File: src/rtl/pc_pkg.sv
// pc_pkg: shared types and constants for the program-counter sequencer.
//   state_e      : sequencer state (BOOT, RUN, FAULT)
//   F3_*         : RV32I conditional-branch funct3 encodings
//   INSTR_BYTES  : fixed instruction size used for the sequential step
//   align4()     : clears the two low bits of an address
package pc_pkg;

  typedef enum logic [1:0] {
    BOOT  = 2'd0,
    RUN   = 2'd1,
    FAULT = 2'd2
  } state_e;

  localparam logic [2:0] F3_BEQ  = 3'b000;
  localparam logic [2:0] F3_BNE  = 3'b001;
  localparam logic [2:0] F3_BLT  = 3'b100;
  localparam logic [2:0] F3_BGE  = 3'b101;
  localparam logic [2:0] F3_BLTU = 3'b110;
  localparam logic [2:0] F3_BGEU = 3'b111;

  localparam int INSTR_BYTES = 4;

  // Trap and mret addresses are always word-aligned by construction.
  function automatic logic [31:0] align4(input logic [31:0] a);
    return {a[31:2], 2'b00};
  endfunction

endpackage

File: src/rtl/pc_sequencer_if.sv
// pc_sequencer_if: control inputs and PC/status outputs of pc_sequencer.
//   master : decode/execute side (drives control, reads PC/status)
//   slave  : the sequencer itself
interface pc_sequencer_if #(
  parameter int XLEN      = 32,
  parameter int CNT_WIDTH = 64
);
  logic                 stall;
  logic                 branch;
  logic                 jump;
  logic                 jalr;
  logic [2:0]           funct3;
  logic [XLEN-1:0]      rs1_val;
  logic [XLEN-1:0]      rs2_val;
  logic [XLEN-1:0]      imm;
  logic                 trap_req;
  logic [XLEN-1:0]      trap_vector;
  logic                 mret;
  logic [XLEN-1:0]      mepc_in;

  logic [XLEN-1:0]      pc;
  logic [XLEN-1:0]      link_addr;
  logic                 fetch_valid;
  logic                 redirect;
  logic                 misaligned_fault;
  logic [XLEN-1:0]      fault_pc;
  logic [XLEN-1:0]      fault_addr;
  logic [CNT_WIDTH-1:0] instret;

  modport master (
    output stall, branch, jump, jalr, funct3, rs1_val, rs2_val, imm,
           trap_req, trap_vector, mret, mepc_in,
    input  pc, link_addr, fetch_valid, redirect, misaligned_fault,
           fault_pc, fault_addr, instret
  );

  modport slave (
    input  stall, branch, jump, jalr, funct3, rs1_val, rs2_val, imm,
           trap_req, trap_vector, mret, mepc_in,
    output pc, link_addr, fetch_valid, redirect, misaligned_fault,
           fault_pc, fault_addr, instret
  );

endinterface

File: src/rtl/branch_cond.sv
// branch_cond: evaluates the RV32I conditional-branch predicate.
//   funct3_i : condition select (BEQ/BNE/BLT/BGE/BLTU/BGEU)
//   rs1_i    : operand A
//   rs2_i    : operand B
//   taken_o  : condition holds; reserved encodings 010/011 never take
module branch_cond
  import pc_pkg::*;
#(
  parameter int XLEN = 32
) (
  input  logic [2:0]      funct3_i,
  input  logic [XLEN-1:0] rs1_i,
  input  logic [XLEN-1:0] rs2_i,
  output logic            taken_o
);

  logic eq, lt_s, lt_u;

  assign eq   = (rs1_i == rs2_i);
  assign lt_s = ($signed(rs1_i) < $signed(rs2_i));
  assign lt_u = (rs1_i < rs2_i);

  always_comb begin
    taken_o = 1'b0;
    case (funct3_i)
      F3_BEQ:  taken_o = eq;
      F3_BNE:  taken_o = !eq;
      F3_BLT:  taken_o = lt_s;
      F3_BGE:  taken_o = !lt_s;
      F3_BLTU: taken_o = lt_u;
      F3_BGEU: taken_o = !lt_u;
      default: taken_o = 1'b0;
    endcase
  end

endmodule

File: src/rtl/pc_sequencer.sv
// pc_sequencer: PC register, next-PC selection, misaligned-target trapping
// and retired-instruction counter.
//   clk, reset : single clock, synchronous active-high reset
//   bus        : pc_sequencer_if slave (control in, pc/link/status out)
// Next-PC priority in RUN: trap > mret > stall > jalr > jump > branch > +4.
module pc_sequencer
  import pc_pkg::*;
#(
  parameter int              XLEN         = 32,
  parameter logic [XLEN-1:0] RESET_VECTOR = '0,
  parameter int              CNT_WIDTH    = 64
) (
  input  logic           clk,
  input  logic           reset,
  pc_sequencer_if.slave  bus
);

  state_e               state_q, state_d;
  logic [XLEN-1:0]      pc_q, pc_d;
  logic                 flt_q, flt_d;
  logic [XLEN-1:0]      fault_pc_q, fault_pc_d;
  logic [XLEN-1:0]      fault_addr_q, fault_addr_d;
  logic [CNT_WIDTH-1:0] instret_q, instret_d;

  logic            taken;
  logic            cf_sel;
  logic [XLEN-1:0] br_tgt, jalr_tgt, cf_tgt;
  logic [XLEN-1:0] trap_tgt, mret_tgt;
  logic            retire;
  logic            redirect_c;

  branch_cond #(.XLEN(XLEN)) u_branch_cond (
    .funct3_i (bus.funct3),
    .rs1_i    (bus.rs1_val),
    .rs2_i    (bus.rs2_val),
    .taken_o  (taken)
  );

  assign br_tgt   = pc_q + bus.imm;
  assign jalr_tgt = (bus.rs1_val + bus.imm) & ~XLEN'(1);
  assign trap_tgt = bus.trap_vector & ~XLEN'(3);
  assign mret_tgt = bus.mepc_in & ~XLEN'(3);

  // jalr outranks jump, which outranks a taken branch.
  assign cf_sel = bus.jalr | bus.jump | (bus.branch & taken);
  assign cf_tgt = bus.jalr ? jalr_tgt : br_tgt;

  always_comb begin
    state_d      = state_q;
    pc_d         = pc_q;
    flt_d        = 1'b0;
    fault_pc_d   = fault_pc_q;
    fault_addr_d = fault_addr_q;
    retire       = 1'b0;
    redirect_c   = 1'b0;
    case (state_q)
      BOOT: state_d = RUN;
      RUN: begin
        if (bus.trap_req) begin
          pc_d       = trap_tgt;
          redirect_c = 1'b1;
        end else if (bus.mret) begin
          pc_d       = mret_tgt;
          redirect_c = 1'b1;
          retire     = 1'b1;
        end else if (bus.stall) begin
          // PC held; target is not checked while stalled.
        end else if (cf_sel) begin
          if (cf_tgt[1]) begin
            // Misaligned: hold PC, capture context, park in FAULT.
            flt_d        = 1'b1;
            fault_pc_d   = pc_q;
            fault_addr_d = cf_tgt;
            state_d      = FAULT;
          end else begin
            pc_d       = cf_tgt;
            redirect_c = 1'b1;
            retire     = 1'b1;
          end
        end else begin
          pc_d   = pc_q + XLEN'(INSTR_BYTES);
          retire = 1'b1;
        end
      end
      FAULT: begin
        // Only a trap leaves FAULT; everything else is ignored.
        if (bus.trap_req) begin
          pc_d    = trap_tgt;
          state_d = RUN;
        end
      end
      default: state_d = BOOT;
    endcase
  end

  assign instret_d = retire ? instret_q + CNT_WIDTH'(1) : instret_q;

  always_ff @(posedge clk) begin
    if (reset) begin
      state_q      <= BOOT;
      pc_q         <= RESET_VECTOR;
      flt_q        <= 1'b0;
      fault_pc_q   <= '0;
      fault_addr_q <= '0;
      instret_q    <= '0;
    end else begin
      state_q      <= state_d;
      pc_q         <= pc_d;
      flt_q        <= flt_d;
      fault_pc_q   <= fault_pc_d;
      fault_addr_q <= fault_addr_d;
      instret_q    <= instret_d;
    end
  end

  assign bus.pc               = pc_q;
  assign bus.link_addr        = pc_q + XLEN'(INSTR_BYTES);
  assign bus.fetch_valid      = (state_q == RUN);
  assign bus.redirect         = redirect_c;
  assign bus.misaligned_fault = flt_q;
  assign bus.fault_pc         = fault_pc_q;
  assign bus.fault_addr       = fault_addr_q;
  assign bus.instret          = instret_q;

endmodule

File: src/flat_wrapper.sv
// flat-port wrapper written by rule: the top's interface ports become plain ports
module pc_sequencer_flat import pc_pkg::*;
#(
  parameter int              XLEN         = 32,
  parameter logic [XLEN-1:0] RESET_VECTOR = '0,
  parameter int              CNT_WIDTH    = 64
)
  (clk, reset, bus_stall, bus_branch, bus_jump, bus_jalr, bus_funct3, bus_rs1_val, bus_rs2_val, bus_imm, bus_trap_req, bus_trap_vector, bus_mret, bus_mepc_in, bus_pc, bus_link_addr, bus_fetch_valid, bus_redirect, bus_misaligned_fault, bus_fault_pc, bus_fault_addr, bus_instret);
  pc_sequencer_if #(.XLEN(XLEN), .CNT_WIDTH(CNT_WIDTH)) bus_i ();
  input  logic clk;
  input  logic reset;
  input wire logic [$bits(bus_i.stall)-1:0] bus_stall;
  input wire logic [$bits(bus_i.branch)-1:0] bus_branch;
  input wire logic [$bits(bus_i.jump)-1:0] bus_jump;
  input wire logic [$bits(bus_i.jalr)-1:0] bus_jalr;
  input wire logic [$bits(bus_i.funct3)-1:0] bus_funct3;
  input wire logic [$bits(bus_i.rs1_val)-1:0] bus_rs1_val;
  input wire logic [$bits(bus_i.rs2_val)-1:0] bus_rs2_val;
  input wire logic [$bits(bus_i.imm)-1:0] bus_imm;
  input wire logic [$bits(bus_i.trap_req)-1:0] bus_trap_req;
  input wire logic [$bits(bus_i.trap_vector)-1:0] bus_trap_vector;
  input wire logic [$bits(bus_i.mret)-1:0] bus_mret;
  input wire logic [$bits(bus_i.mepc_in)-1:0] bus_mepc_in;
  output wire logic [$bits(bus_i.pc)-1:0] bus_pc;
  output wire logic [$bits(bus_i.link_addr)-1:0] bus_link_addr;
  output wire logic [$bits(bus_i.fetch_valid)-1:0] bus_fetch_valid;
  output wire logic [$bits(bus_i.redirect)-1:0] bus_redirect;
  output wire logic [$bits(bus_i.misaligned_fault)-1:0] bus_misaligned_fault;
  output wire logic [$bits(bus_i.fault_pc)-1:0] bus_fault_pc;
  output wire logic [$bits(bus_i.fault_addr)-1:0] bus_fault_addr;
  output wire logic [$bits(bus_i.instret)-1:0] bus_instret;
  assign bus_i.stall = bus_stall;
  assign bus_i.branch = bus_branch;
  assign bus_i.jump = bus_jump;
  assign bus_i.jalr = bus_jalr;
  assign bus_i.funct3 = bus_funct3;
  assign bus_i.rs1_val = bus_rs1_val;
  assign bus_i.rs2_val = bus_rs2_val;
  assign bus_i.imm = bus_imm;
  assign bus_i.trap_req = bus_trap_req;
  assign bus_i.trap_vector = bus_trap_vector;
  assign bus_i.mret = bus_mret;
  assign bus_i.mepc_in = bus_mepc_in;
  assign bus_pc = bus_i.pc;
  assign bus_link_addr = bus_i.link_addr;
  assign bus_fetch_valid = bus_i.fetch_valid;
  assign bus_redirect = bus_i.redirect;
  assign bus_misaligned_fault = bus_i.misaligned_fault;
  assign bus_fault_pc = bus_i.fault_pc;
  assign bus_fault_addr = bus_i.fault_addr;
  assign bus_instret = bus_i.instret;
  pc_sequencer #(.XLEN(XLEN), .RESET_VECTOR(RESET_VECTOR), .CNT_WIDTH(CNT_WIDTH)) u_core (.clk(clk), .reset(reset), .bus(bus_i));
endmodule
File: config.mk
export PLATFORM = sky130hd
export DESIGN_NAME = pc_sequencer_flat
export DESIGN_NICKNAME = d
export VERILOG_FILES = /design/src/rtl/pc_pkg.sv /design/src/rtl/pc_sequencer_if.sv /design/src/rtl/branch_cond.sv /design/src/rtl/pc_sequencer.sv /design/src/flat_wrapper.sv
export SDC_FILE = /design/constraint.sdc
export NUM_CORES = 1
export LEC_CHECK = 0
export CAP_MARGIN = 20
export CORE_ASPECT_RATIO = 0.6
export CORE_MARGIN = 4
export CORE_UTILIZATION = 27
export DETAILED_ROUTE_END_ITERATION = 7
export MAX_ROUTING_LAYER = met4
export PLACE_DENSITY = 0.54
export SLEW_MARGIN = 20
export SYNTH_ARGS = -nofsm -noshare
export SYNTH_HDL_FRONTEND = slang
export SYNTH_SLANG_ARGS = --single-unit
File: constraint.sdc
create_clock -name clk -period 4.28 [get_ports clk]
set_input_delay 0.856 -clock clk [delete_from_list [all_inputs] [get_ports clk]]
set_output_delay 0.856 -clock clk [all_outputs]
set_load 0.02 [all_outputs]
After elaboration in Yosys (flattened, before gate mapping):

Cells that the tools add are included.
W data, S select, Z words.

* output and inout port bits: 195
* logic and storage cells: 74
* bits in registers: 163
* input bits: 171

* eq/ne operators: 16
* muxes and demuxes: 28
* reduce and logical (&&, ||, !) cells: 10
* bitwise logic cells: 8
* magnitude comparators: 2
* add/sub/neg operators: 4

Operators by type and width (count)
* $mux W32: 7
* $add A32 B32 Y32: 2
* $add A64 B1 Y64 const B: 1
* $lt A32 B32 Y1: 2
* $pmux W32 S2: 1
* $add A32 B3 Y32 const B: 1
* $eq A32 B32 Y1: 1
* $eq A3 B3 Y1 const B: 4
* $mux W1: 12
* $mux W2: 6
* $reduce_and A6 Y1: 2
* $ne A2 B2 Y1 const B: 4
* $pmux W1 S6: 1
* $pmux W2 S3: 1
* $reduce_or A6 Y1: 1
* $ne A5 B5 Y1 const B: 1
* $not A1 Y1: 5
* $ne A2 B1 Y1 const B: 2
* $ne A4 B4 Y1 const B: 1
* $reduce_and A4 Y1: 1
* $eq A3 B1 Y1 const B: 1
* $logic_not A1 Y1: 3
* $logic_not A3 Y1: 1
* $eq A2 B1 Y1 const B: 1
* 5 further kinds: 6

Logic depth before layout (Yosys ltp):

Gate-level depths: netlist of the first run.

* word-level depth: 10
* gate-level depth with buffers: 13
* gate-level depth less buffers: 11

Cells and area by module:

A second synthesis of the first run with hierarchy kept.

* cells, all modules: 1629
* area, all modules: 12243.0 sq um

By module, submodules not included
* pc_sequencer: sequential area each 3223.1 sq um, times used 1, cells an instance 1509, area an instance 11378.4 sq um
* branch_cond: sequential area each 0.0 sq um, times used 1, cells an instance 120, area an instance 864.6 sq um

Worst setup path after synthesis of the first run:

OpenSTA, ideal clock, no wires.

* path type: input -> output
* start point: input bus_rs2_val[29]
* end point: output bus_redirect
* slack: -225 ps
* path buffers: 2
* data arrival time: 3649 ps
* required time: 3424 ps
* stages on the path: 12
* cell sequence: inv_1 ha_1 a21o_1 a21o_1 a221oi_1 o21ai_0 a2111o_1 nand3_1 buf_2 clkbuf_1 nand3_1 a31oi_1

* cells in the longest elaborated chain, start to end: 10
* elaborated cells on any way between the ends: 14
* those cells by class: 2 x order compare; 1 x eq/ne; 6 x mux; 2 x bitwise; 3 x reduce/logical

RTL lines
* start, declared: RTL line flat_wrapper.sv:18 `input wire logic [$bits(bus_i.rs2_val)-1:0] bus_rs2_val;`
* $lt A32 B32 Y1, or another cell as far along: RTL line branch_cond.sv:21 `assign lt_u = (rs1_i < rs2_i);`
* $logic_not A1 Y1, on equally long branches: RTL line branch_cond.sv:31, branch_cond.sv:27, branch_cond.sv:29
* $pmux W1 S6 (*): RTL line branch_cond.sv:25 `case (funct3_i)`
* $and A1 B1 Y1 (*): RTL line pc_sequencer.sv:45 `assign cf_sel = bus.jalr | bus.jump | (bus.branch & taken);`
* $or A1 B1 Y1 (*): RTL line pc_sequencer.sv:45
* $mux W1 (*): RTL line pc_sequencer.sv:68 `end else if (cf_sel) begin`
* $mux W1 (*): RTL line pc_sequencer.sv:66 `end else if (bus.stall) begin`
* $mux W1 (*): RTL line pc_sequencer.sv:62 `end else if (bus.mret) begin`
* $mux W1 (*): RTL line pc_sequencer.sv:59 `if (bus.trap_req) begin`
* $mux W1 (*): RTL line pc_sequencer.sv:56 `case (state_q)`
* end, declared: RTL line flat_wrapper.sv:27 `output wire logic [$bits(bus_i.redirect)-1:0] bus_redirect;`

Mark *: on every way between the ends. The rest lies on a longest branch, timed or not.

Worst setup path after layout of the first run:

* start point: input bus_rs2_val[7]
* end point: output bus_redirect

The elaborated chain is that of the path after synthesis.

==> impl_metrics.ini, run 1 <==
[yosys]
synthesis.area_um2 = 12600
synth_cell_types = 77
synth_fa_ha_area_share_pct = 9.89
synth_simple_gate_area_share_pct = 25.6
synth_compound_area_share_pct = 23.1
synth.most_common_cell = nand2_1
avgSynthCellArea_um2 = 7.57
syn_inst = 1664
synthTopCellsByArea = dfxtp_1 (26%), ha_1 (9.7%), a21oi_1 (5.3%)
synthMuxAreaShare_pct = 3.16
synth_xor_xnor_area_share_pct = 7.37
yosys-top-cells-count = nand2_1 (167), nor2_1 (165), dfxtp_1 (161)
synth_top_family_by_area = simple AND/OR/NAND/NOR gates
async_reset_ff_share_pct = 0
dominantRegCellSynth = dfxtp_1
ys_seq_elements = 161
synth_warnings = 0
synth_top_area_share_pct = 25.6
yosysTopAreaCell = dfxtp_1
yosysSeqAreaShare_pct = 25.6
synth-edff-count = 0

[sta]
fmax_ghz = 0.234
skew_ns = 0.0172
holdWs_ns = 0.454
min_period_ns = 4.27
hold_violations = 0
fin_crit_sh_pct = 99.7
worst_pin_slew_ns = 1.05
relSlewSlack_pct = 30.2
final_max_slew_viol_count = 0
setup_violations = 0
rsz0062_at_grt = yes

[floorplan]
coreArea_um2 = 45400
boundaryPins = 366
start_util_pct = 27.7
rows = 60
dieHeight_um = 175
dieArea_um2 = 50300
die_w_um = 287

[grt]
grt_max_degree = 89
gr-total-overflow = 0
use_met1_pct = 31.7
grt_usage_pct = 23.5
gr-usage-met2_pct = 35.7
gr-usage-met3_pct = 5.37
antenna_found_initial = 4
gr-max-usage-layer = met2
grt_pass1_wl_mm = 88.5
grt_pass1_vias = 14200

[worst_setup_path]
r2r-end = u_core.bus.instret[59]
critPathLaunchType = primary input
required_ns = 3.42
worstPathArrival_ns = 3.41
critPathLaunch = bus_rs2_val[7]
ff2ff_setup_slack_ns = 0.86
r2r_cells = 10
worst-path-max-fanout = 2
worstSetupPathType = primary input to output pin
crit_path_end = bus_redirect
endpoint_kind = output pin
reg2reg_from = u_core.bus.instret[27]

[clock_tree]
htree_levels = 4
clk_pin_slew_ns = 0.07
clkSinkCount = 161
clk_latency_ns = 0.46
cts_root_buf = clkbuf_16
clock_path_buffers = 2
cts_made_buffers = 17
cts_tree = yes

[route]
drcViolationCount = 0
wl_per_cell_um = 21.1
first_iter_violations = 1363
wirelength_mm = 59.7
ant_nets = 0
vias_per_cell = 5.18
dr.pass1.iters = 5
vias = 14700

[hold_path]
min_path_type = register to register

[finish]
register_area_um2 = 3220
syn_to_final_growth_pct = 53.2
utilization_pct = 42.5
nets = 2462
nFillCells = 4639
drive_above_1_share_pct = 15.9
multi_input_area_um2 = 9060

[placed_design]
io_buffers = 358
dpl.hpwl_mm = 47.5
gp_congestion = 0.987

[power_and_ir_drop]
leakage_nw = 7.64
power.density_nw_per_um2 = 280
vdd_drop_max_mv = 0.216

[outcome]
run_status = complete, no violations

[run]
cap_viol_max_count = 0
[power by group]
group          switching (mW)  internal (mW)
combinational            1.19          0.992
clock                   0.812          0.789
sequential             0.0807           1.55
[registers in the layout, summed over array words and instances (netlist names)]
register,flops
u_core.bus.instret,64
u_core.bus.fault_addr,32
u_core.bus.fault_pc,31
u_core.bus.pc,31
u_core.state_q,2
u_core.bus.misaligned_fault,1
[worst min path at each step]
stage	cells after the start	slack [ns]	start	to
5_1_grt	2	0.48	u_core.bus.fault_pc[16]	u_core.bus.fault_pc[16]
4_1_cts	2	0.46	u_core.bus.fault_pc[15]	u_core.bus.fault_pc[15]
3_5_place_dp	2	0.45	u_core.bus.fault_pc[15]	u_core.bus.fault_pc[15]
2_1_floorplan	2	0.49	u_core.state_q[1]	u_core.state_q[1]
6_report	2	0.45	u_core.bus.fault_addr[26]	u_core.bus.fault_addr[26]
3_3_place_gp	2	0.44	u_core.bus.fault_pc[9]	u_core.bus.fault_pc[9]
[cell usage in the layout, fill, tap and decap left out, types with 14 or more instances in the layout]
cell,instances
a21o_1,33
a211oi_1,37
and3_1,21
nor4_1,39
nand2_1,165
or3_1,35
dlygate4sd2_1,50
mux2i_1,33
clkbuf_16,17
o211ai_1,14
nor2_1,165
clkdlybuf4s50_1,303
dfxtp_1,161
xnor2_1,75
o21ai_0,73
nand4_1,31
inv_1,64
ha_4,19
inv_2,17
xor2_1,31
and2_1,20
ha_1,79
and4_1,15
a21oi_1,131
nor3_1,51
buf_4,232
nand3_1,41
[through the flow]
stage	total power, mW	TNS [ns]	instance area (µm²)	cells	setup WS (ns)
6_report	5.42	0	19300	2829	0.0110
5_1_grt	5.70	-0.131	19300	2829	-0.119
4_1_cts	5.44	-0.0477	19200	2822	-0.0477
3_5_place_dp	3.79	-71.38	18400	2779	-0.610
3_3_place_gp	3.78	-61.49	18400	2779	-0.562
2_1_floorplan	2.75	0	12600	1666	0.0395
[metal layers]
layer  vias up  share of wire (%)
li1       7145                  -
met1      6976                 46
met2       485                 44
met3        57                7.4
met4         0                2.1
met5         -                  0
[cells by family (layout without fill, tap and decap cells)]
logic type               after synthesis  after routing
AND/OR/NAND/NOR                      650            650
AO/OA/AOI/OAI                        440            440
buffers and inverters                168            707
flip-flops                           161            161
XOR/XNOR                             106            106
adder cells (fa/ha/maj)               99             99
multiplexers                          39             39
other                                  1              7
[layout make-up]
cell class | count | area share [%]
multi-input combinational | 1337 | 46.9
clock buffer | 17 | 2.20
inverter | 81 | 1.57
sequential | 161 | 16.7
tap | 620 | 4.02
timing repair buffer | 594 | 27.6
antenna | 4 | 0.0518
clock inverter | 15 | 0.894
[timing repair]
item	4_1_cts	5_1_grt
pin swaps	42	4
setup endpoints to repair	69	24
hold endpoints to repair	0	0
hold buffers	0	0
gates resized for setup	94	9
setup buffers	11	3
[worst max-delay path, stage by stage]
cell and delay, ns:
clkdlybuf4s50_1 0.45, inv_1 0.07, ha_4 0.27, nand2_2 0.07, nor4b_4 0.26, buf_4 0.18, a31oi_1 0.09, or4b_4 0.53
a21oi_4 0.16, nand3_2 0.12, nand3_2 0.12, a31oi_4 0.08, buf_6 0.15
No activity file was read; power rests on OpenSTA's default activity.
==> inputs of run 2 (changes only) <==
Settings changed: SETUP_SLACK_MARGIN from default to 0.3.
==> run 2 against run 1 <==
  * Maximum frequency grew 5.5%
  * Clock-buffer cell count is the same
  * Worst setup slack gained 0.22 ns
  * Sequential share of layout area shrank 0.22 points
  * Critical path depth shrank 2
  * Clock power grew 7%
  * Critical endpoint unchanged
  * Largest cell class unchanged
==> impl_metrics.ini, run 2 (synthesis gave the netlist of run 1 again) <==
[floorplan]
coreArea_um2 = 45400
dieHeight_um = 175
boundaryPins = 366
dieArea_um2 = 50300
rows = 60
die_w_um = 287
start_util_pct = 27.7

[clock_tree]
clkSinkCount = 161
clock_path_buffers = 2
hold_buffers = 0
cts_root_buf = clkbuf_16
htree_levels = 4
clk_latency_ns = 0.45
cts_made_buffers = 17
cts_tree = yes
clk_pin_slew_ns = 0.07

[power_and_ir_drop]
clockPowerShare_pct = 30.5
vdd_drop_max_mv = 0.201
p_sw_mw = 2.08
p_sw_share_pct = 37.2
leakage_nw = 7.76
totalPowerFinal_mw = 5.59
power.density_nw_per_um2 = 285
p_int_mw = 3.51
seq_power_share_pct = 29.1
combPwrFrac_pct = 40.4

[placed_design]
placed_cell_area_um2 = 18400
io_buffers = 358
place_inst = 2774
dpl.hpwl_mm = 47.6
gp_congestion = 0.959
dp_worst_setup_slack_ns = -0.757

[sta]
fin_ws_ns = 0.235
worst_pin_slew_ns = 0.899
hold_violations = 0
fin_crit_sh_pct = 94.5
skew_ns = 0.0170
rsz0062_at_grt = yes
final_max_slew_viol_count = 0
setup_violations = 0
relSlewSlack_pct = 40.1
fmax_ghz = 0.247
min_period_ns = 4.05

[worst_setup_path]
worstSetupPathType = primary input to output pin
endpoint_kind = output pin
worst-path-max-fanout = 3
required_ns = 3.42
worstPathArrival_ns = 3.19
critPathLaunchType = primary input

[finish]
multi_input_area_um2 = 9280
final_common_cell = clkdlybuf4s50_1
utilization_pct = 43.1
syn_to_final_growth_pct = 55.3
nets = 2465
drive_above_1_share_pct = 20.1
design_area_um2 = 19600
nFillCells = 4622
register_area_um2 = 3220
mostFrequentLayoutCells = clkdlybuf4s50_1 (287), buf_4 (224), nand2_1 (165), nor2_1 (164), dfxtp_1 (160)
final_cells = 2833
largest_reg_flops = 64

[grt]
antenna_found_initial = 5
grt_max_degree = 65
gr-total-overflow = 0
grt_usage_pct = 23.6
grt_pass1_wl_mm = 88.9
grt_pass1_vias = 14400

[route]
vias_per_cell = 5.27
first_iter_violations = 1267
drcViolationCount = 0
dr.pass1.iters = 5
vias = 14900
wirelength_mm = 60.7
wl_per_cell_um = 21.4
ant_nets = 0

[outcome]
run_status = complete, no violations

[run]
cap_viol_max_count = 0

[hold_path]
min_path_type = register to register
run 2: timing repair:
item,4_1_cts,5_1_grt
buffers inserted,10,7
resized for setup,161,160
pin swaps,45,49
endpoints found under the setup margin,166,130
gates cloned,2,3
hold endpoints to repair,0,0
run 2: power by group through the flow:
stage          sequential [mW]  clock (mW)  combinational [mW]
2_1_floorplan             1.71           0                1.04
3_3_place_gp              1.66           0                2.14
3_5_place_dp              1.66           0                2.16
4_1_cts                   1.62        1.74                2.20
5_1_grt                   1.63        1.81                2.42
6_report                  1.62        1.71                2.26
run 2: critical path: stages:
cell      delay (ns)
clkbuf_2        0.12
ha_4            0.27
nand4_1         0.20
nor4b_4         0.40
a31oi_1         0.13
or4b_4          0.56
a21oi_4         0.19
nand3_4         0.13
nand3_4         0.10
a31oi_4         0.08
buf_6           0.15
run 2: cell type report:
type	count	area share (%)
clock buffer	17	2.17
tap	620	3.96
timing repair buffer	595	27.3
antenna	5	0.0639
clock inverter	15	0.997
inverter	81	1.58
multi-input combinational	1339	47.4
sequential	161	16.5
run 2: final timing paths:
kind | start | slack (ns) | endpoint | cells after the start
worst min register to register | u_core.bus.fault_pc[31] | 0.45 | u_core.bus.fault_pc[31] | 2
worst max register to register | u_core.bus.instret[27] | 0.59 | u_core.bus.instret[57] | 10
worst min-delay path | u_core.bus.fault_pc[31] | 0.45 | u_core.bus.fault_pc[31] | 2
worst max-delay path | bus_rs1_val[15] | 0.23 | bus_redirect | 11
run 2: per-layer routing:
layer  vias to the layer above  global-route usage (%)  share of wire (%)
met3                        85                    6.11                8.3
li1                       7145                       -                  -
met1                      7126                    31.2                 46
met2                       562                    35.6                 43
met5                         -                       -                  0
met4                         0                    6.80                2.6
run 2: stage by stage:
stage	setup TNS (ns)	hold WS (ns)
2_1_floorplan	0	0.487
3_3_place_gp	-50.76	0.444
3_5_place_dp	-61.24	0.446
4_1_cts	0	0.455
5_1_grt	0	0.478
6_report	0	0.454
==> inputs of run 3 (changes only) <==
Settings changed: PLACE_DENSITY 0.54 to 0.55, SYNTH_HIERARCHICAL from default to 1.
==> run 3 against run 2 <==
  * The flow now finishes with violations (setup timing)
  * Clock-buffer cell count rose by 1
  * Critical path depth rose by 6
  * Clock power shrank 9%
  * Critical endpoint is now u_core/bus.instret[60]
  * Highest routed layer unchanged
==> impl_metrics.ini, run 3 <==
[floorplan]
rows = 60
coreArea_um2 = 44800
start_util_pct = 27.3
die_w_um = 283
dieHeight_um = 173
dieArea_um2 = 48900
boundaryPins = 366

[outcome]
failed_checks = setup timing
run_status = finished, violations left

[sta]
setup_violations = 17
finalSetupTns_ns = -0.587
hold_violations = 0
holdWs_ns = 0.456
fin_crit_sh_pct = 102
skew_ns = 0.0130
worst_pin_slew_ns = 1.10
final_max_slew_viol_count = 0
relSlewSlack_pct = 26.7
fin_ws_ns = -0.0734
fmax_ghz = 0.230
rsz0062_at_grt = yes
min_period_ns = 4.35

[clock_tree]
cts_root_buf = clkbuf_16
clkSinkCount = 161
cts_tree = yes
cts_made_buffers = 17
clock_path_buffers = 2
clk_pin_slew_ns = 0.07
htree_levels = 4
clk_latency_ns = 0.44

[route]
wl_per_cell_um = 21.4
vias = 14600
first_iter_violations = 1305
met2_length_mm = 26.7
vias_per_cell = 5.29
dr.pass1.iters = 6
drcViolationCount = 0
wirelength_mm = 59.2
ant_nets = 0
wl_met1_mm = 27.1
topRoutingLayerUsed = met4
wl_met3_mm = 4.30

[finish]
register_area_um2 = 3230
mostFrequentLayoutCells = clkdlybuf4s50_1 (281), nand2_1 (174), buf_4 (159), dfxtp_1 (158), a21oi_1 (144)
multi_input_area_um2 = 9790
nFillCells = 4400
largest_reg_flops = 64
nets = 2429
final_common_cell = clkdlybuf4s50_1
syn_to_final_growth_pct = 65.3
drive_above_1_share_pct = 24.9

[power_and_ir_drop]
power.density_nw_per_um2 = 278
seq_power_share_pct = 29.2
leakage_nw = 8.07
p_int_mw = 3.49
p_sw_mw = 2.15
clockPowerShare_pct = 27.4
totalPowerFinal_mw = 5.64
p_sw_share_pct = 38.1
combPwrFrac_pct = 43.4
vdd_drop_max_mv = 0.221

[yosys]
synth-edff-count = 0
synth_cell_types = 92
synth.most_common_cell = nand2_1
dominantRegCellSynth = dfxtp_1
synth_top_area_share_pct = 26.3
synthesis.area_um2 = 12200
synthTopCellsByArea = dfxtp_1 (26%), ha_1 (10%), a21oi_1 (6.9%)
avgSynthCellArea_um2 = 7.52
ys_seq_elements = 161
yosysSeqAreaShare_pct = 26.3
yosysTopAreaCell = dfxtp_1
synth_warnings = 6
async_reset_ff_share_pct = 0
yosys-top-cells-count = nand2_1 (197), a21oi_1 (168), dfxtp_1 (161)
syn_inst = 1629

[grt]
grt_pass1_wl_mm = 87.2
grt_max_degree = 83
antenna_found_initial = 5
grt_usage_pct = 23.5
grt_pass1_vias = 14300
gr-total-overflow = 0

[worst_setup_path]
endpoint_kind = register
worst-path-max-fanout = 6
crit_family = simple AND/OR/NAND/NOR gates
worstSetupPathType = primary input to register
critPathBufInv = 3
required_ns = 4.64
crit_path_cell_trace = buf_2, ha_1, and4_4, a221oi_4, buf_6, o22ai_4, or4_1, a31o_1, a21o_1, a221o_4, a21oi_4, nand3_4, buf_6, nor4_4, nand3_2, or3_4, a21oi_2
slowest_stage = a221o_4
slowest_delay_ns = 0.48
timing.critical_path.mode_cell = buf_6
worstPathArrival_ns = 4.72
critPathLaunchType = primary input

[placed_design]
dp_worst_setup_slack_ns = -1.09
gp_congestion = 0.917
dpl.hpwl_mm = 45.1
io_buffers = 358

[run]
cap_viol_max_count = 0

[hold_path]
min_path_type = register to register
[run 3: cell count changes in the layout (fill, tap and decap cells not counted), moves of 18 or more]
| cell | delta |
|---|---|
| inv_1 | -24 |
| buf_6 | +25 |
| nor3_1 | -18 |
| buf_2 | +25 |
| xor2_1 | +24 |
| clkbuf_2 | -29 |
| nor2_1 | -24 |
| nor4_1 | -34 |
| mux2i_1 | -23 |
| a21oi_1 | +18 |
| a211oi_1 | -18 |
| buf_4 | -65 |
[run 3: stage by stage]
stage          utilization [%]  area (µm²)  std cells
6_report                  45.2       20200       2765
5_1_grt                   45.2       20200       2765
4_1_cts                   44.0       19700       2742
3_5_place_dp              40.0       17900       2671
3_3_place_gp              40.0       17900       2671
2_1_floorplan                -       12600       1631
[run 3: worst reg2reg max path, delay by kind of cell (launching register included)]
| family | cells | cell delay, ns |
|---|---|---|
| compound gates | 5 | 1.64 |
| fa+ha+maj | 1 | 0.31 |
| buf+inv | 1 | 0.21 |
| flops | 1 | 0.35 |
| mux | 1 | 0.13 |
| simple gates | 3 | 0.63 |
[run 3: path summary, 6_finish.rpt]
kind,slack [ns],end,start,depth (start not counted)
setup / recovery,-0.07,u_core/bus.instret[60],bus_rs1_val[12],17
hold / removal,0.46,u_core/bus.fault_pc[8],u_core/bus.fault_pc[8],2
setup reg to reg,0.90,u_core/bus.fault_addr[31],u_core/bus.pc[9],11
hold reg to reg,0.46,u_core/bus.fault_pc[8],u_core/bus.fault_pc[8],2
[run 3: layout make-up]
| class | count | share of cell area, % |
|---|---|---|
| diodes | 5 | 0.0618 |
| multi-input cells | 1335 | 48.4 |
| repair buffers | 585 | 28.0 |
| inverters | 59 | 1.22 |
| clock buffers | 18 | 2.17 |
| clock inverters | 13 | 0.649 |
| flip-flops and latches | 161 | 15.9 |
| well taps | 589 | 3.64 |
[run 3: kinds of logic after synthesis]
logic type	synth area share [%]
xor+xnor	8.73
buf+inv	4.46
compound gates	24.6
mux	0.910
flops	26.3
other cells	0.0306
simple gates	24.8
fa+ha+maj	10.2
[run 3: power groups by stage]
stage          clock network, mW  logic [mW]  registers [mW]
6_report                    1.55        2.44            1.65
5_1_grt                     1.63        2.61            1.65
4_1_cts                     1.57        2.34            1.64
3_5_place_dp                   0        2.11            1.67
3_3_place_gp                   0        2.10            1.67
2_1_floorplan                  0        1.09            1.72
[run 3: what timing repair did]
| action | in CTS | in global routing |
|---|---|---|
| pin swaps | 103 | 52 |
| hold buffers | 0 | 0 |
| endpoints found under the setup margin | 176 | 169 |
| buffers inserted | 31 | 16 |
| gates cloned | 9 | 1 |
| resized for setup | 384 | 101 |
[run 3: per-layer routing]
layer | up-vias | GRT usage, %
met2 | 561 | 36.4
met1 | 7055 | 31.3
met3 | 58 | 5.32
met5 | - | -
li1 | 6960 | -
met4 | 0 | 5.38
==> edit 1: new RTL, settings of run 1 <==
`CNT_WIDTH` is set to 64 in 3 places; all go to 32.
--- a/src/rtl/pc_sequencer_if.sv
+++ b/src/rtl/pc_sequencer_if.sv
@@ -5,3 +5,3 @@
   parameter int XLEN      = 32,
-  parameter int CNT_WIDTH = 64
+  parameter int CNT_WIDTH = 32
 );
--- a/src/rtl/pc_sequencer.sv
+++ b/src/rtl/pc_sequencer.sv
@@ -10,3 +10,3 @@
   parameter logic [XLEN-1:0] RESET_VECTOR = '0,
-  parameter int              CNT_WIDTH    = 64
+  parameter int              CNT_WIDTH    = 32
 ) (
--- a/src/flat_wrapper.sv
+++ b/src/flat_wrapper.sv
@@ -5,3 +5,3 @@
   parameter logic [XLEN-1:0] RESET_VECTOR = '0,
-  parameter int              CNT_WIDTH    = 64
+  parameter int              CNT_WIDTH    = 32
 )
Interface: changed (resized bus_instret); port bits go from 366 to 334. The function was not compared with the original's and may differ.
==> edit 1 against run 1 <==
Total power fell by 6.6%; first-iteration DRC count shrank 21%; synthesized area decreased by 14%; design area shrank 12%; combinational power down 4%; via count is 14% lower; worst setup slack improved by 46 ps; sequential cell count down 32; die area shrank 14%; routed wire length is 16% lower; critical path type unchanged; highest routed layer unchanged.
==> edit 1: results (changes against run 1) <==
{| class="wikitable"
! Metric !! Value
|-
| Share of total power in sequential cells || 26.4% (-3.7 points)
|-
| Leak pwr || 6.99 nW (-8.5%)
|-
| Post-placement cell area || 0.0160 mm^2 (-13%)
|-
| Met2 Use GR || 34.7% (-0.93 points)
|-
| Tot GR Track Use || 22.9% (-0.56 points)
|-
| Proportion of layout cells with a drive suffix above 1 || 17.7% (+1.8 points)
|-
| Global routing usage on met3 || 4.47% (-0.90 points)
|-
| Detailed-routed wire length on met2 || 21,700 um (-18%)
|-
| Share of synthesized area spent on multiplexers || 3.14% (-0.018 points)
|-
| Buffers added on ports || 326 (-8.9%)
|-
| P_seq || 1.34 mW (-18%)
|-
| Family with the most delay on the worst path || compound AO/OA/AOI/OAI gates
|-
| Switching component of the power || 1.84 mW (-12%)
|-
| Outcome || completed
|-
| Largest stage delay on the critical path || 450 ps (-80 ps)
|-
| Final routed wirelength across all metal layers || 49,800 um (-16%)
|-
| Worst clock skew || 12.0 ps (-5.21 ps)
|-
| Placer congestion estimate || 0.952 (-3.6%)
|-
| Via count of the first global-routing pass || 12,200 (-14%)
|-
| Synth area leaders || dfxtp_1 24%, ha_1 11%, a21oi_1 6.6%
|-
| Worst r2r dst || u_core.bus.fault_addr[30]
|-
| Arr. time, crit path || 3370 ps (-40 ps)
|-
| Adder and majority cell fraction of the synthesized area || 11.5% (+1.7 points)
|-
| Metal-1 WL || 23,700 um (-14%)
|-
| Commonest cells in the synthesized netlist || 159 x nand2_1, 143 x a21oi_1, 139 x nor2_1
|-
| Initial DRC Count || 1,070 (-21%)
|-
| Maximum vdd drop || 0.000311 V (+44%)
|-
| Wire length of the first global-routing pass || 74,200 um (-16%)
|-
| Register-to-register path setup slack || 740 ps (-120 ps)
|-
| DR vias || 12,600 (-14%)
|-
| Final worst hold slack || 457 ps (+3.39 ps)
|}
[edit 1: changes by cell type after synthesis, moves of 10 or more]
cell,before,now
clkbuf_1,76,52
xnor2_1,75,52
or3_1,35,22
nor4_1,39,5
dfxtp_1,161,129
inv_1,81,59
a21oi_1,133,143
xor2_1,31,53
nor3_1,53,27
nor2_1,165,139
[edit 1: cell type report]
class                           count  share of cell area [%]
Clock inverter                     15                    1.23
Inverter                           60                    1.32
Antenna cell                        3                  0.0440
Sequential cell                   129                    15.2
Multi-Input combinational cell   1156                    47.3
Timing Repair Buffer              534                    28.6
Clock buffer                       17                    2.50
Tap cell                          522                    3.83
[edit 1: stage by stage]
stage / utilization (%) / setup WS [ps]
after floorplan: - / 267
after global placement: 40.8 / -294
after detailed placement: 40.8 / -367
after CTS: 43.3 / 0.706
after global routing: 43.5 / -89.2
final: 43.5 / 56.8
[edit 1: timing repair]
item                       in CTS  in global routing
setup buffers                   6                  3
pin swaps                      42                 12
gates resized for setup       109                 11
setup endpoints to repair       1                 10
==> edit 2: new RTL, config.mk and constraints of run 1 <==
Without the edit above. The 3 states of `state_e` get a one-hot encoding in 3 bits.
--- a/src/rtl/pc_pkg.sv
+++ b/src/rtl/pc_pkg.sv
@@ -7,6 +7,6 @@
 
-  typedef enum logic [1:0] {
-    BOOT  = 2'd0,
-    RUN   = 2'd1,
-    FAULT = 2'd2
+  typedef enum logic [2:0] {
+    BOOT  = 3'b001,
+    RUN   = 3'b010,
+    FAULT = 3'b100
   } state_e;
Formal check against the unedited RTL: no difference found for any inputs over 4 cycles, from zero or initial values and one cycle with reset high; so few cycles prove little.
==> edit 2 against run 1 <==
Sequential cell count up 1; synthesized area decreased by 2.6%; design area is 0.38% lower; total power is 1.8% lower; worst setup slack better by 48 ps; count of clock-buffer cells in the layout did not move; routed wire length fell by 4.8%; combinational power shrank 6%; critical path type unchanged; critical endpoint unchanged; largest power group unchanged.
==> edit 2: results (changes against run 1) <==
{| class="wikitable"
! Metric !! Value
|-
| Buffers inserted by post-CTS timing repair || 5 (-6)
|-
| Multi-input combinational gate total || 1,321 (-1.2%)
|-
| Number of non-filler instances in the completed layout || 2,773 (-2.0%)
|-
| Register-to-register path setup slack || 620 ps (-240 ps)
|-
| Minimum setup slack after placement || -664 ps (-53.9 ps)
|-
| Number of clock sinks || 162 (+0.62%)
|-
| Synth area leaders || dfxtp_1 26%, ha_1 9.7%, xnor2_1 6.6%
|-
| Post-detailed-placement half-perimeter wirelength || 44,700 um (-5.9%)
|-
| Placer congestion estimate || 0.899 (-8.9%)
|-
| Slew margin rel. || 53.5% (+23 points)
|-
| Tot GR Track Use || 22.9% (-0.57 points)
|-
| Wire length of the first global-routing pass || 86,200 um (-2.6%)
|-
| Leak pwr || 7.40 nW (-3.1%)
|-
| Signal buf overhead || 27.6% (-0.050 points)
|-
| Outcome || completed
|-
| Worst r2r dst || u_core.bus.instret[42]
|-
| Width of the die || 283 um (-1.3%)
|-
| Proportion of layout cells with a drive suffix above 1 || 20.7% (+4.8 points)
|-
| Fillcell total || 4,560 (-1.7%)
|-
| PwrDens || 277 mW/mm^2 (-1.4%)
|-
| R2R depth || 11 (+1)
|-
| Antenna violations before repair || 3 (-1)
|-
| Family with the most delay on the worst path || compound AO/OA/AOI/OAI gates
|-
| Post-CTS resize count || 231 (+150%)
|-
| Maximum vdd drop || 0.000282 V (+31%)
|-
| Placed Cells || 2,725 (-1.9%)
|-
| Terminating pin of the worst hold path || u_core.bus.fault_pc[11]
|-
| Worst-path cell with the longest stage delay || a2111oi_4
|-
| Routed vias/inst || 5.17 (-0.19%)
|-
| Post-layout nets || 2,434 (-1.1%)
|-
| Commonest cells in the synthesized netlist || 197 x nor2_1, 168 x nand2_1, 162 x dfxtp_1
|-
| Cells after Synth || 1,642 (-1.3%)
|-
| Via count of the first global-routing pass || 14,200 (+0.085%)
|-
| Worst min-delay path startpoint || u_core.bus.fault_pc[11]
|-
| Count of inverters not on the clock network in the layout || 68 (-16%)
|-
| Area of combinational cells with multiple inputs || 0.00908 mm^2 (+0.23%)
|-
| Maximum achievable frequency || 0.237 GHz (+1.1%)
|-
| Pin count of the biggest net entering global routing || 77 (-13%)
|-
| CP Launch Point || bus_rs1_val[1]
|}
## edit 2: layer usage
metal	share of wire, %	global-route usage, %
met5	0	-
met1	48	31.6
met2	45	35.9
met3	5.0	3.02
met4	2.0	5.12
## edit 2: cell families (layout without fill, tap and decap cells)
kind of cell             after synthesis  after routing  synth area share [%]
AO/OA/AOI/OAI                        393            393                  20.6
XOR/XNOR                             132            132                  9.42
adder cells (fa/ha/maj)               96             96                  9.85
buffers and inverters                161            697                  5.24
flip-flops                           162            162                  26.4
multiplexers                          17             17                  1.53
other                                  1              7                0.0305
AND/OR/NAND/NOR                      680            680                  26.9
## edit 2: where the power goes
part	internal (mW)	total (mW)	switching (mW)	leakage, nW
Clock	0.878	1.62	0.746	0.292
Combinational	0.956	2.06	1.10	5.80
Sequential	1.55	1.64	0.0864	1.31
Total	3.39	5.32	1.93	7.40
## edit 2: worst min-delay path: stages (launching register included)
cell	delay, ps
dfxtp_1	310
nand2_1	50
a21oi_1	50
